<file path="src/rtl/mem_access_unit.sv">
// Load/store sequencer: full-word reads/writes to memory, RMW for sub-word stores, split word-crossing accesses.
// Latency accept->rsp_valid: load 2 (3 if crossing), store 3 (5 if crossing), rejected misaligned 1.
// One request in flight; req_ready is high only in IDLE, so requests wait until the previous response has issued.
module mem_access_unit #(
   parameter bit ALLOW_MISALIGNED = 1'b1
) (
   input  logic        clk,
   input  logic        reset,
   input  logic        req_valid,
   output logic        req_ready,
   input  logic        req_we,
   input  logic [2:0]  req_op,
   input  logic [31:0] req_addr,
   input  logic [31:0] req_wdata,
   input  logic        req_datasel,
   output logic        rsp_valid,
   output logic [31:0] rsp_rdata,
   output logic        rsp_err,
   output logic        mem_we,
   output logic        mem_AddrSrc,
   output logic [2:0]  mem_MemOp,
   output logic [31:0] mem_addr,
   output logic [31:0] mem_wd,
   input  logic [31:0] mem_rd
);

   typedef enum logic [2:0] {
      S_IDLE, S_RD0, S_RD1, S_WR0, S_WR1, S_DONE, S_ERR
   } state_t;

   state_t      state, state_next;
   logic        we_q, datasel_q;
   logic [2:0]  op_q;
   logic [31:0] addr_q, wdata_q;
   logic [31:0] w0, w1;

   // Size in bytes from the op code; unknown codes behave as a word.
   function automatic logic [2:0] size_of(input logic [2:0] op);
      case (op)
         3'b001, 3'b100: size_of = 3'd1;
         3'b010, 3'b101: size_of = 3'd2;
         default:        size_of = 3'd4;
      endcase
   endfunction

   function automatic logic is_misaligned(input logic [2:0] op, input logic [1:0] off);
      logic [2:0] sz;
      sz = size_of(op);
      is_misaligned = ((sz == 3'd2) && off[0]) || ((sz == 3'd4) && (off != 2'd0));
   endfunction

   logic [2:0]  size_q;
   logic [1:0]  off_q;
   logic        cross_q;
   logic        signed_q;
   logic [5:0]  byte_sh;
   logic [5:0]  size_bits;
   logic [63:0] mask64, data64, merged;
   logic [31:0] cur_w0, cur_w1, lo32, load_val;
   logic [31:0] base_addr;
   logic        accept;

   assign size_q    = size_of(op_q);
   assign off_q     = addr_q[1:0];
   assign cross_q   = ({2'b00, off_q} + {1'b0, size_q}) > 4'd4;
   assign signed_q  = (op_q != 3'b100) && (op_q != 3'b101);
   assign byte_sh   = {1'b0, off_q, 3'b000};
   assign size_bits = {size_q, 3'b000};
   assign base_addr = {addr_q[31:2], 2'b00};

   assign req_ready = (state == S_IDLE) && !reset;
   assign accept    = req_valid && req_ready;

   // Store merge over the two-word window: new bytes replace only their lanes.
   assign mask64 = ((64'd1 << size_bits) - 64'd1) << byte_sh;
   assign data64 = {32'd0, wdata_q} << byte_sh;
   assign merged = ({w1, w0} & ~mask64) | (data64 & mask64);

   // Words as they will be captured at this edge, so the load result is ready for DONE.
   assign cur_w0 = (state == S_RD0) ? mem_rd : w0;
   assign cur_w1 = (state == S_RD1) ? mem_rd : ((state == S_RD0) ? 32'd0 : w1);
   assign lo32   = 32'({cur_w1, cur_w0} >> byte_sh);

   // Truncate to the access size and extend.
   always_comb begin
      load_val = lo32;
      case (size_q)
         3'd1:    load_val = signed_q ? {{24{lo32[7]}}, lo32[7:0]}   : {24'd0, lo32[7:0]};
         3'd2:    load_val = signed_q ? {{16{lo32[15]}}, lo32[15:0]} : {16'd0, lo32[15:0]};
         default: load_val = lo32;
      endcase
   end

   // Next-state logic and Moore-decoded memory outputs.
   always_comb begin
      state_next  = state;
      mem_we      = 1'b0;
      mem_addr    = 32'd0;
      mem_wd      = 32'd0;
      mem_MemOp   = 3'b011;
      mem_AddrSrc = (state != S_IDLE) ? datasel_q : 1'b0;
      rsp_valid   = (state == S_DONE) || (state == S_ERR);
      case (state)
         S_IDLE: begin
            if (accept) begin
               if (!ALLOW_MISALIGNED && is_misaligned(req_op, req_addr[1:0]))
                  state_next = S_ERR;
               else
                  state_next = S_RD0;
            end
         end
         S_RD0: begin
            mem_addr = base_addr;
            if (we_q)         state_next = S_WR0;
            else if (cross_q) state_next = S_RD1;
            else              state_next = S_DONE;
         end
         S_WR0: begin
            mem_addr   = base_addr;
            mem_we     = 1'b1;
            mem_wd     = merged[31:0];
            state_next = cross_q ? S_RD1 : S_DONE;
         end
         S_RD1: begin
            mem_addr   = base_addr + 32'd4;
            state_next = we_q ? S_WR1 : S_DONE;
         end
         S_WR1: begin
            mem_addr   = base_addr + 32'd4;
            mem_we     = 1'b1;
            mem_wd     = merged[63:32];
            state_next = S_DONE;
         end
         S_DONE:  state_next = S_IDLE;
         S_ERR:   state_next = S_IDLE;
         default: state_next = S_IDLE;
      endcase
   end

   // State register; reset aborts any transaction in flight.
   always_ff @(posedge clk) begin
      if (reset) state <= S_IDLE;
      else       state <= state_next;
   end

   // Request latch on acceptance.
   always_ff @(posedge clk) begin
      if (reset) begin
         we_q      <= 1'b0;
         op_q      <= 3'b011;
         addr_q    <= 32'd0;
         wdata_q   <= 32'd0;
         datasel_q <= 1'b0;
      end else if (accept) begin
         we_q      <= req_we;
         op_q      <= req_op;
         addr_q    <= req_addr;
         wdata_q   <= req_wdata;
         datasel_q <= req_datasel;
      end
   end

   // Read-data capture; w1 stays zero for non-crossing accesses.
   always_ff @(posedge clk) begin
      if (reset) begin
         w0 <= 32'd0;
         w1 <= 32'd0;
      end else if (state == S_RD0) begin
         w0 <= mem_rd;
         w1 <= 32'd0;
      end else if (state == S_RD1) begin
         w1 <= mem_rd;
      end
   end

   // Response data/error, loaded on entry to DONE/ERR and held until the next response.
   always_ff @(posedge clk) begin
      if (reset) begin
         rsp_rdata <= 32'd0;
         rsp_err   <= 1'b0;
      end else if (state_next == S_DONE && state != S_DONE) begin
         rsp_rdata <= we_q ? 32'd0 : load_val;
         rsp_err   <= 1'b0;
      end else if (state_next == S_ERR) begin
         rsp_rdata <= 32'd0;
         rsp_err   <= 1'b1;
      end
   end

endmodule

</file>
<file path="config.mk">
export PLATFORM = sky130hd
export DESIGN_NAME = mem_access_unit
export DESIGN_NICKNAME = d
export VERILOG_FILES = /design/src/rtl/mem_access_unit.sv
export SDC_FILE = /design/constraint.sdc
export NUM_CORES = 1
export LEC_CHECK = 0
export BUFFER_PORTS_ARGS = -buffer_cell sky130_fd_sc_hd__buf_2
export CAP_MARGIN = 20
export CORE_MARGIN = 2
export CORE_UTILIZATION = 40
export DETAILED_ROUTE_END_ITERATION = 12
export GPL_TIMING_DRIVEN = 0
export PLACE_DENSITY = 0.7
export SYNTH_ARGS = -nofsm -noshare
export SYNTH_HDL_FRONTEND = slang
export SYNTH_SLANG_ARGS = --single-unit
</file>
<file path="constraint.sdc">
create_clock -name clk -period 3.6 [get_ports clk]
set_input_delay 0.18 -clock clk [delete_from_list [all_inputs] [get_ports clk]]
set_output_delay 0.18 -clock clk [all_outputs]
set_load 0.03 [all_outputs]
</file>
==> flow_summary.json, run 1 <==
{
  "fin_crit_sh_pct": 100,
  "cts.htree.levels": 4,
  "numClockSinks": 169,
  "powerDensity_nw_per_um2": 728,
  "highest_layer": "met5",
  "synth.avg_cell_area_um2": 7.95,
  "grt_use_total_pct": 29.9,
  "hold_depth": 3,
  "finalWirelength_mm": 40.5,
  "hold_class": "primary input to register",
  "fp.dieArea_um2": 26700,
  "netlist_area_um2": 10200,
  "ys.flop_type": "dfxtp_1",
  "reg2reg_setup_slack_ps": 120,
  "max_freq_mhz": 278,
  "yosysUniqueCellTypes": 61,
  "hold_viol": 0,
  "synthToLayoutAreaGrowth_pct": 31.2,
  "min_to": "w1[2]",
  "layout.cells.non_filler": 1935,
  "crit_family": "compound AO/OA/AOI/OAI gates",
  "route.met2.wl_mm": 18.8,
  "async_flop_share_pct": 0,
  "arrival_ps": 3420,
  "antenna_found_initial": 8,
  "critPathCaptureType": "primary output",
  "grt_pass1_vias": 10800,
  "drive_gt1_share_pct": 21.2,
  "drt_iter0_markers": 1065,
  "cts_tree": "done",
  "cp_max_fo": 10,
  "finalSetupViolations": 1,
  "core_area_um2": 25000,
  "place.gp.congestion": 0.991,
  "cp.required_ps": 3420,
  "period_needed_ps": 3600,
  "dp_hpwl_mm": 30.5,
  "synth_seq_cells": 169,
  "clk_pin_slew_ps": 60,
  "fp.dieW_um": 163,
  "num_vias": 11300,
  "start_util_pct": 40.5,
  "num_rows": 58,
  "dpl_worst_slack_ps": -743,
  "clk-insertion-delay-late_ps": 440,
  "yosysWarnings": 0,
  "grt_pass1_wl_mm": 60.7,
  "synth_edf_count": 0,
  "wl_per_cell_um": 20.9,
  "grt_max_degree": 17,
  "criticalPathCategory": "register to primary output",
  "root_buffer": "clkbuf_16",
  "timing.critical_path.cells": "buf_6 > buf_2 > clkbuf_1 > nor2_1 > nand2_1 > a31oi_2 > o311ai_0 > o21ai_0 > buf_2",
  "slew_violations": 0,
  "cts_made_buffers": 17,
  "drt-met1-wl_mm": 15.8,
  "pin_count": 208,
  "drcViolationCount": 0,
  "crit_path_start_kind": "register",
  "synth-seq-area-share_pct": 33.3,
  "clockBufferDepth": 2,
  "reg2reg_to": "rsp_rdata[18]",
  "io_buffer_count": 201,
  "reg2reg_depth": 17,
  "critPathMostFrequentCell": "buf_2",
  "r2r_start": "op_q[0]",
  "crit_path_top_delay_cell": "a31oi_2",
  "nets": 1702,
  "synth_top_area_share_pct": 33.3,
  "wl_met3_mm": 4.04,
  "cp_slowest_stage_delay_ps": 610,
  "crit_buf_inv": 4,
  "synth_top_area_cell": "dfxtp_1",
  "peakVddDrop_v": 0.000364,
  "hold_path.startpoint": "mem_rd[2]",
  "slew_headroom_pct": 16.2,
  "synth_area_leaders": "dfxtp_1 (33%), mux2i_1 (12%), o21ai_0 (8.1%), nand2_1 (7.2%), nand2b_1 (4.3%)",
  "cap_violations": 0,
  "synthTopCellsByCount": "nand2_1 (196), dfxtp_1 (169), o21ai_0 (164)",
  "grt_overflow": 0,
  "tightest_slew_ps": 1260,
  "vias_per_cell": 5.84,
  "totalPowerFinal_mw": 9.70,
  "p_leak_nw": 5.13,
  "die_h_um": 163,
  "yosysMostFrequentCell": "nand2_1",
  "violations": "negative setup slack",
  "clock_skew_ps": 6.96,
  "antenna_left": 0,
  "dr.pass1.iters": 6,
  "placedCellCount": 1811,
  "finish.utilization_pct": 53.2,
  "status": "finished, violations left",
  "layout_setup_ws_ps": -2.01,
  "synthCells": 1277
}
## registers in the layout, indices dropped and copies added (netlist names), 3 cells and up
| name | flops |
|---|---|
| addr_q | 32 |
| rsp_rdata | 32 |
| w0 | 32 |
| w1 | 32 |
| wdata_q | 32 |
| op_q | 3 |
| state | 3 |
## placed cells by master (no fill, tap or decap), types with 25 or more instances in the layout
cell	instances
a21oi_1	84
o21ai_0	164
clkbuf_1	65
nand2b_1	67
buf_2	216
dlygate4sd3_1	72
nand2_1	194
o22ai_1	25
mux2i_1	120
dfxtp_1	166
nor2_1	74
## through the flow
stage,instance area (um^2),hold slack [ps],TNS (ps)
3_3_place_gp,11600,374,-20310
2_1_floorplan,10200,288,0
6_report,13300,9.29,-2.01
3_5_place_dp,11600,379,-21310
5_1_grt,13300,16.7,-128
4_1_cts,13100,5.92,0
## area by class of cell
cell class,count,area [um^2]
fill,2387,11700
multi-input combinational,990,6400
sequential,169,3390
timing repair buffer,291,1880
buffer,109,538
clock buffer,22,474
tap,330,413
clock inverter,9,163
inverter,10,40.0
antenna,5,12.5
## power by group
part	switching (mW)	internal, mW	leakage (nW)	total, mW
sequential	0.417	2.27	1.38	2.68
combinational	3.10	1.90	3.45	4.99
clock	0.798	1.22	0.307	2.02
## worst min-delay path, stage by stage
cell	delay [ps]
buf_2	120
nand2_1	50
a21oi_1	50
## per-layer routing
metal	GRT usage [%]	vias up
li1	-	5218
met1	36.7	5286
met2	49.3	663
met3	7.36	118
met4	13.5	6
met5	0	-
## what timing repair did
action	4_1_cts	5_1_grt
pin swaps	6	5
endpoints found under the setup margin	64	50
gates cloned	0	1
gates resized for setup	27	30
setup buffers	8	9
hold endpoints to repair	72	0
hold buffers	72	0
## how the worst max path moves through the flow
stage              start       endpoint  cells after the start
2_1_floorplan    op_q[2]  rsp_rdata[22]                     16
3_3_place_gp   addr_q[1]  rsp_rdata[25]                     13
3_5_place_dp     op_q[1]  rsp_rdata[23]                     16
4_1_cts          op_q[0]   rsp_rdata[6]                     16
5_1_grt          op_q[0]  rsp_rdata[20]                     17
6_report        state[1]     mem_wd[24]                      9
## logic make-up after synthesis
logic type | after synthesis | synth area share, %
simple gates | 432 | 20.3
buf+inv | 121 | 5.46
fa+ha+maj | 10 | 1.31
xor+xnor | 6 | 0.518
compound gates | 390 | 23.1
flops | 169 | 33.3
mux | 147 | 15.9
other cells | 2 | 0.0740
Note: power is estimated with default switching activity, not from simulation.
==> run 2, diff against run 1 <==
--- a/config.mk
+++ b/config.mk
@@ -15,3 +15,4 @@
 export SYNTH_ARGS = -nofsm -noshare
 export SYNTH_HDL_FRONTEND = slang
 export SYNTH_SLANG_ARGS = --single-unit
+export TNS_END_PERCENT = 20
==> run 2 against run 1 <==
  * The flow now finishes without violations
  * Count of clock-buffer cells in the layout unchanged
  * Core utilization hardly changed
  * Clock skew is 2.5 ps higher
  * Worst setup slack better by 23 ps
  * Sequential cell count stayed put
  * Critical path depth increased by 3
  * Largest cell class unchanged
  * Largest power group unchanged
==> flow_summary.json, run 2 (synthesized netlist as in run 1, its figures left out) <==
{
  "status": "finished, final reports clean",
  "fillers": 2381,
  "min_to": "w1[2]",
  "wl_per_cell_um": 21.0,
  "antenna_left": 0,
  "rsz0062_at_grt": "true",
  "cp_max_fo": 10,
  "clock_skew_ps": 9.44,
  "numClockSinks": 169,
  "grt_pass1_wl_mm": 60.6,
  "clockBufferDepth": 2,
  "reg2reg_to": "rsp_rdata[18]",
  "core_area_um2": 25000,
  "drcViolationCount": 0,
  "hold_viol": 0,
  "layout.cells.non_filler": 1937,
  "grt_overflow": 0,
  "grt_use_total_pct": 29.8,
  "powerDensity_nw_per_um2": 729,
  "multi_input_area_um2": 6400,
  "place.gp.congestion": 0.991,
  "cp.required_ps": 3420,
  "cts_made_buffers": 17,
  "start_util_pct": 40.5,
  "layout_setup_ws_ps": 21.1,
  "hold_class": "primary input to register",
  "peakVddDrop_v": 0.000378,
  "hold_path.startpoint": "mem_rd[2]",
  "finalSetupViolations": 0,
  "pin_count": 208,
  "synthToLayoutAreaGrowth_pct": 31.2,
  "reg2reg_depth": 17,
  "grt_pass1_vias": 10800,
  "reg2reg_setup_slack_ps": 110,
  "fin_crit_sh_pct": 99.4,
  "criticalPathCategory": "register to primary output",
  "drive_gt1_share_pct": 21.1,
  "num_rows": 58,
  "dp_hpwl_mm": 30.5,
  "setup_tns_ps": 0,
  "dpl_worst_slack_ps": -743,
  "root_buffer": "clkbuf_16",
  "slew_violations": 0,
  "hold_depth": 3,
  "finalWirelength_mm": 40.6,
  "placedCellCount": 1811,
  "antenna_found_initial": 8,
  "clk_pin_slew_ps": 70,
  "nets": 1703,
  "slew_headroom_pct": 21.7,
  "critPathCaptureType": "primary output",
  "regArea_um2": 3390,
  "period_needed_ps": 3580,
  "final_cell_mix": "buf_2 (217), nand2_1 (194), dfxtp_1 (166), o21ai_0 (164), mux2i_1 (120)",
  "max_freq_mhz": 279,
  "fp.dieArea_um2": 26700,
  "arrival_ps": 3400,
  "drt_iter0_markers": 1013,
  "cap_violations": 0,
  "cts.htree.levels": 4,
  "dr.pass1.iters": 5,
  "cts_tree": "done",
  "fp.dieW_um": 163,
  "p_leak_nw": 5.13,
  "crit_path_start_kind": "register",
  "final_common_cell": "buf_2",
  "totalPowerFinal_mw": 9.71,
  "tightest_slew_ps": 1170,
  "finish.utilization_pct": 53.2,
  "r2r_start": "op_q[0]",
  "num_vias": 11300,
  "die_h_um": 163,
  "grt_max_degree": 17,
  "clk-insertion-delay-late_ps": 440,
  "io_buffer_count": 201,
  "vias_per_cell": 5.83
}
run 2: worst max-delay path by stage:
stage,startpoint,endpoint,slack (ps),cells after the start
5_1_grt,op_q[0],mem_wd[1],-60,12
3_5_place_dp,op_q[1],rsp_rdata[23],-740,16
3_3_place_gp,addr_q[1],rsp_rdata[25],-730,13
6_report,op_q[0],mem_wd[1],20,12
2_1_floorplan,op_q[2],rsp_rdata[22],30,16
4_1_cts,op_q[0],mem_wd[15],-10,10
run 2: final cells by class:
class | count | share of cell area (%)
multi-input combinational | 990 | 48.1
buffer | 110 | 4.06
clock inverter | 9 | 1.22
tap | 330 | 3.10
inverter | 10 | 0.301
antenna | 6 | 0.113
clock buffer | 22 | 3.56
sequential | 169 | 25.5
timing repair buffer | 291 | 14.1
run 2: power breakdown:
| part | switching [mW] | total, mW | leakage [nW] | internal [mW] |
|---|---|---|---|---|
| clock network | 0.806 | 2.03 | 0.307 | 1.22 |
| registers | 0.418 | 2.68 | 1.38 | 2.27 |
| logic | 3.10 | 4.99 | 3.45 | 1.89 |
run 2: critical path: stages, from the launching register on:
cell and delay, ps:
dfxtp_4 370, nand2b_4 150, o22ai_4 170, buf_4 250
ha_1 150, clkbuf_1 390, nor3_1 120, a21oi_1 320
clkbuf_1 410, nor2_1 130, a21oi_1 140, o22ai_1 120
buf_2 220
run 2: metal layers:
metal	GRT usage (%)	vias to the layer above	wire, um	part of all wire (%)
met5	0	-	26	0.064
met3	7.36	122	3900	9.6
met2	49.2	637	18800	46
met1	36.7	5295	16100	40
met4	13.5	4	1750	4.3
li1	-	5230	-	-
run 2: per-stage QoR:
| stage | cell area [um^2] | hold slack [ps] |
|---|---|---|
| floorplan | 10200 | 288 |
| detailed placement | 11600 | 379 |
| finish | 13300 | 11.3 |
| global placement | 11600 | 374 |
| CTS | 13100 | 5.92 |
| global route | 13300 | 16.7 |
run 2: what timing repair did:
item / in CTS / in global routing
gates cloned: 0 / 1
buffers inserted: 7 / 10
setup endpoints to repair: 64 / 58
gates resized for setup: 27 / 27
hold buffers: 72 / 0
pin swaps: 5 / 6
hold endpoints to repair: 72 / 0
==> run 3, diff against run 2 <==
--- a/config.mk
+++ b/config.mk
@@ -8,10 +8,10 @@
 export BUFFER_PORTS_ARGS = -buffer_cell sky130_fd_sc_hd__buf_2
 export CAP_MARGIN = 20
 export CORE_MARGIN = 2
-export CORE_UTILIZATION = 40
+export CORE_UTILIZATION = 33
 export DETAILED_ROUTE_END_ITERATION = 12
 export GPL_TIMING_DRIVEN = 0
-export PLACE_DENSITY = 0.7
+export PLACE_DENSITY = 0.61
 export SYNTH_ARGS = -nofsm -noshare
 export SYNTH_HDL_FRONTEND = slang
 export SYNTH_SLANG_ARGS = --single-unit
==> run 3 against run 2 <==
  * The flow now finishes with violations (negative setup slack)
  * Fmax shrank 2.6%
  * Cell area grew 1.1%
  * First-iteration DRC count shrank 4.2%
  * Worst setup slack lost 97 ps
  * Core utilization shrank 8.9 points
  * Via count shrank 1.4%
  * Sequential cell count is the same
  * Count of clock-buffer cells in the layout shrank 2
  * Clock power shrank 6%
  * Cell count grew 3.7%
  * Clock skew grew 4.4 ps
  * Highest routed layer is now met4
==> flow_summary.json, run 3 (synthesized netlist as in run 1, its figures left out) <==
{
  "status": "finished, violations left",
  "violations": "negative setup slack",
  "root_buffer": "clkbuf_16",
  "final_common_cell": "buf_2",
  "rsz0062_at_grt": "true",
  "grt_pass1_vias": 10400,
  "clockBufferDepth": 2,
  "grt_overflow": 0,
  "drcViolationCount": 0,
  "setup_tns_ps": -134,
  "cts_made_buffers": 17,
  "drt_iter0_markers": 970,
  "hold_class": "primary input to register",
  "clk-insertion-delay-late_ps": 450,
  "layout.cells.non_filler": 2009,
  "core_area_um2": 30400,
  "nets": 1714,
  "place_area_um2": 11700,
  "finish.utilization_pct": 44.3,
  "powerDensity_nw_per_um2": 724,
  "dpl_worst_slack_ps": -873,
  "tightest_slew_ps": 1240,
  "cap_violations": 0,
  "slew_violations": 0,
  "power_frac_clock_pct": 19.6,
  "peakVddDrop_v": 0.000410,
  "hold_viol": 0,
  "grt_use_total_pct": 26.0,
  "start_util_pct": 33.4,
  "final_cell_mix": "buf_2 (215), nand2_1 (195), dfxtp_1 (166), o21ai_0 (164), mux2i_1 (120)",
  "max_freq_mhz": 272,
  "fin_crit_sh_pct": 102,
  "wl_per_cell_um": 21.2,
  "dr.pass1.iters": 5,
  "pwr-share-seq_pct": 27.4,
  "numClockSinks": 169,
  "fp.dieW_um": 179,
  "period_needed_ps": 3680,
  "cts_tree": "done",
  "vias_per_cell": 5.54,
  "place.gp.congestion": 0.978,
  "pin_count": 208,
  "clock_skew_ps": 13.9,
  "internal_power_mw": 5.27,
  "fillers": 3077,
  "diodes": 0,
  "critPathCaptureType": "primary output",
  "hold_slack_ps": 17.8,
  "grt_pass1_wl_mm": 62.1,
  "swShare_pct": 45.9,
  "drive_gt1_share_pct": 21.6,
  "r2r_start": "op_q[2]",
  "synthToLayoutAreaGrowth_pct": 32.7,
  "slew_headroom_pct": 17.3,
  "stdcell_area_um2": 13500,
  "num_vias": 11100,
  "die_h_um": 179,
  "antenna_left": 0,
  "io_buffer_count": 201,
  "fp.dieArea_um2": 32200,
  "clk_pin_slew_ps": 80,
  "min_to": "w1[13]",
  "reg2reg_setup_slack_ps": 110,
  "cp_max_fo": 10,
  "hold_path.startpoint": "mem_rd[13]",
  "crit_path_start_kind": "register",
  "reg2reg_to": "rsp_rdata[19]",
  "cts.htree.levels": 4,
  "grt_max_degree": 17,
  "arrival_ps": 3500,
  "reg2reg_depth": 17,
  "criticalPathCategory": "register to primary output",
  "layout_setup_ws_ps": -76.3,
  "p_leak_nw": 5.18,
  "hold_depth": 3,
  "finalSetupViolations": 6,
  "p_sw_mw": 4.48,
  "placedCellCount": 1877,
  "dp_hpwl_mm": 32.4,
  "combPwrFrac_pct": 53.0,
  "totalPowerFinal_mw": 9.75,
  "finalWirelength_mm": 42.6,
  "num_rows": 64,
  "antenna_found_initial": 0,
  "cp.required_ps": 3420
}
[run 3: changes by cell type in the layout (fill, tap and decap cells not counted), moves of 3 or more]
cell / delta
buf_4: +3
dlygate4sd3_1: +8
diode_2: -6
clkinv_2: +4
[run 3: routing by layer]
metal | vias up | global-route usage [%] | part of all wire, % | wire [um]
li1 | 5236 | - | - | -
met1 | 5277 | 32.9 | 42 | 17900
met5 | - | 0 | 0 | 0
met4 | 0 | 10.8 | 3.8 | 1640
met2 | 536 | 43.3 | 46 | 19800
met3 | 85 | 4.81 | 7.8 | 3310
[run 3: power by group through the flow]
stage | Clock [mW] | Sequential [mW] | Combinational, mW
5_1_grt | 2.00 | 2.71 | 5.49
2_1_floorplan | 0 | 2.69 | 3.00
4_1_cts | 1.93 | 2.66 | 4.80
6_report | 1.91 | 2.68 | 5.17
3_5_place_dp | 0 | 2.69 | 4.49
3_3_place_gp | 0 | 2.69 | 4.45
[run 3: critical path, stage by stage, from the launching register on]
cell and delay [ps]:
dfxtp_4 360, xor2_2 170, nand2b_2 150, buf_4 140
inv_1 50, ha_1 280, clkbuf_1 450, mux2_2 310
o22ai_4 120, buf_4 230, o211ai_1 120, o21ai_0 120
o22ai_1 270, buf_2 260
[run 3: how the worst max path moves through the flow]
stage                          to  depth (start not counted)  slack [ps]  startpoint
floorplan           rsp_rdata[22]                         16          30     op_q[2]
global placement    rsp_rdata[27]                         13        -820   addr_q[1]
detailed placement  rsp_rdata[23]                         16        -870     op_q[2]
CTS                 rsp_rdata[29]                         17          -6     op_q[2]
global route            mem_wd[1]                         13        -120     op_q[2]
finish                 mem_wd[17]                         13         -80     op_q[2]
[run 3: cell type report]
cell class / instances / area [um^2] / area share (%)
sequential: 169 / 3390 / 25.2
tap: 396 / 495 / 3.68
clock buffer: 20 / 447 / 3.32
buffer: 110 / 548 / 4.07
clock inverter: 12 / 138 / 1.02
multi-input combinational: 990 / 6420 / 47.7
timing repair buffer: 302 / 1990 / 14.8
inverter: 10 / 38.8 / 0.288
[run 3: repair_timing]
| item | in CTS | in global routing |
|---|---|---|
| hold buffers | 80 | 0 |
| pin swaps | 6 | 6 |
| buffers inserted | 6 | 14 |
| cloned | 0 | 1 |
| resized for setup | 31 | 31 |
| setup endpoints to repair | 65 | 35 |
| endpoints found under the hold margin | 80 | 0 |
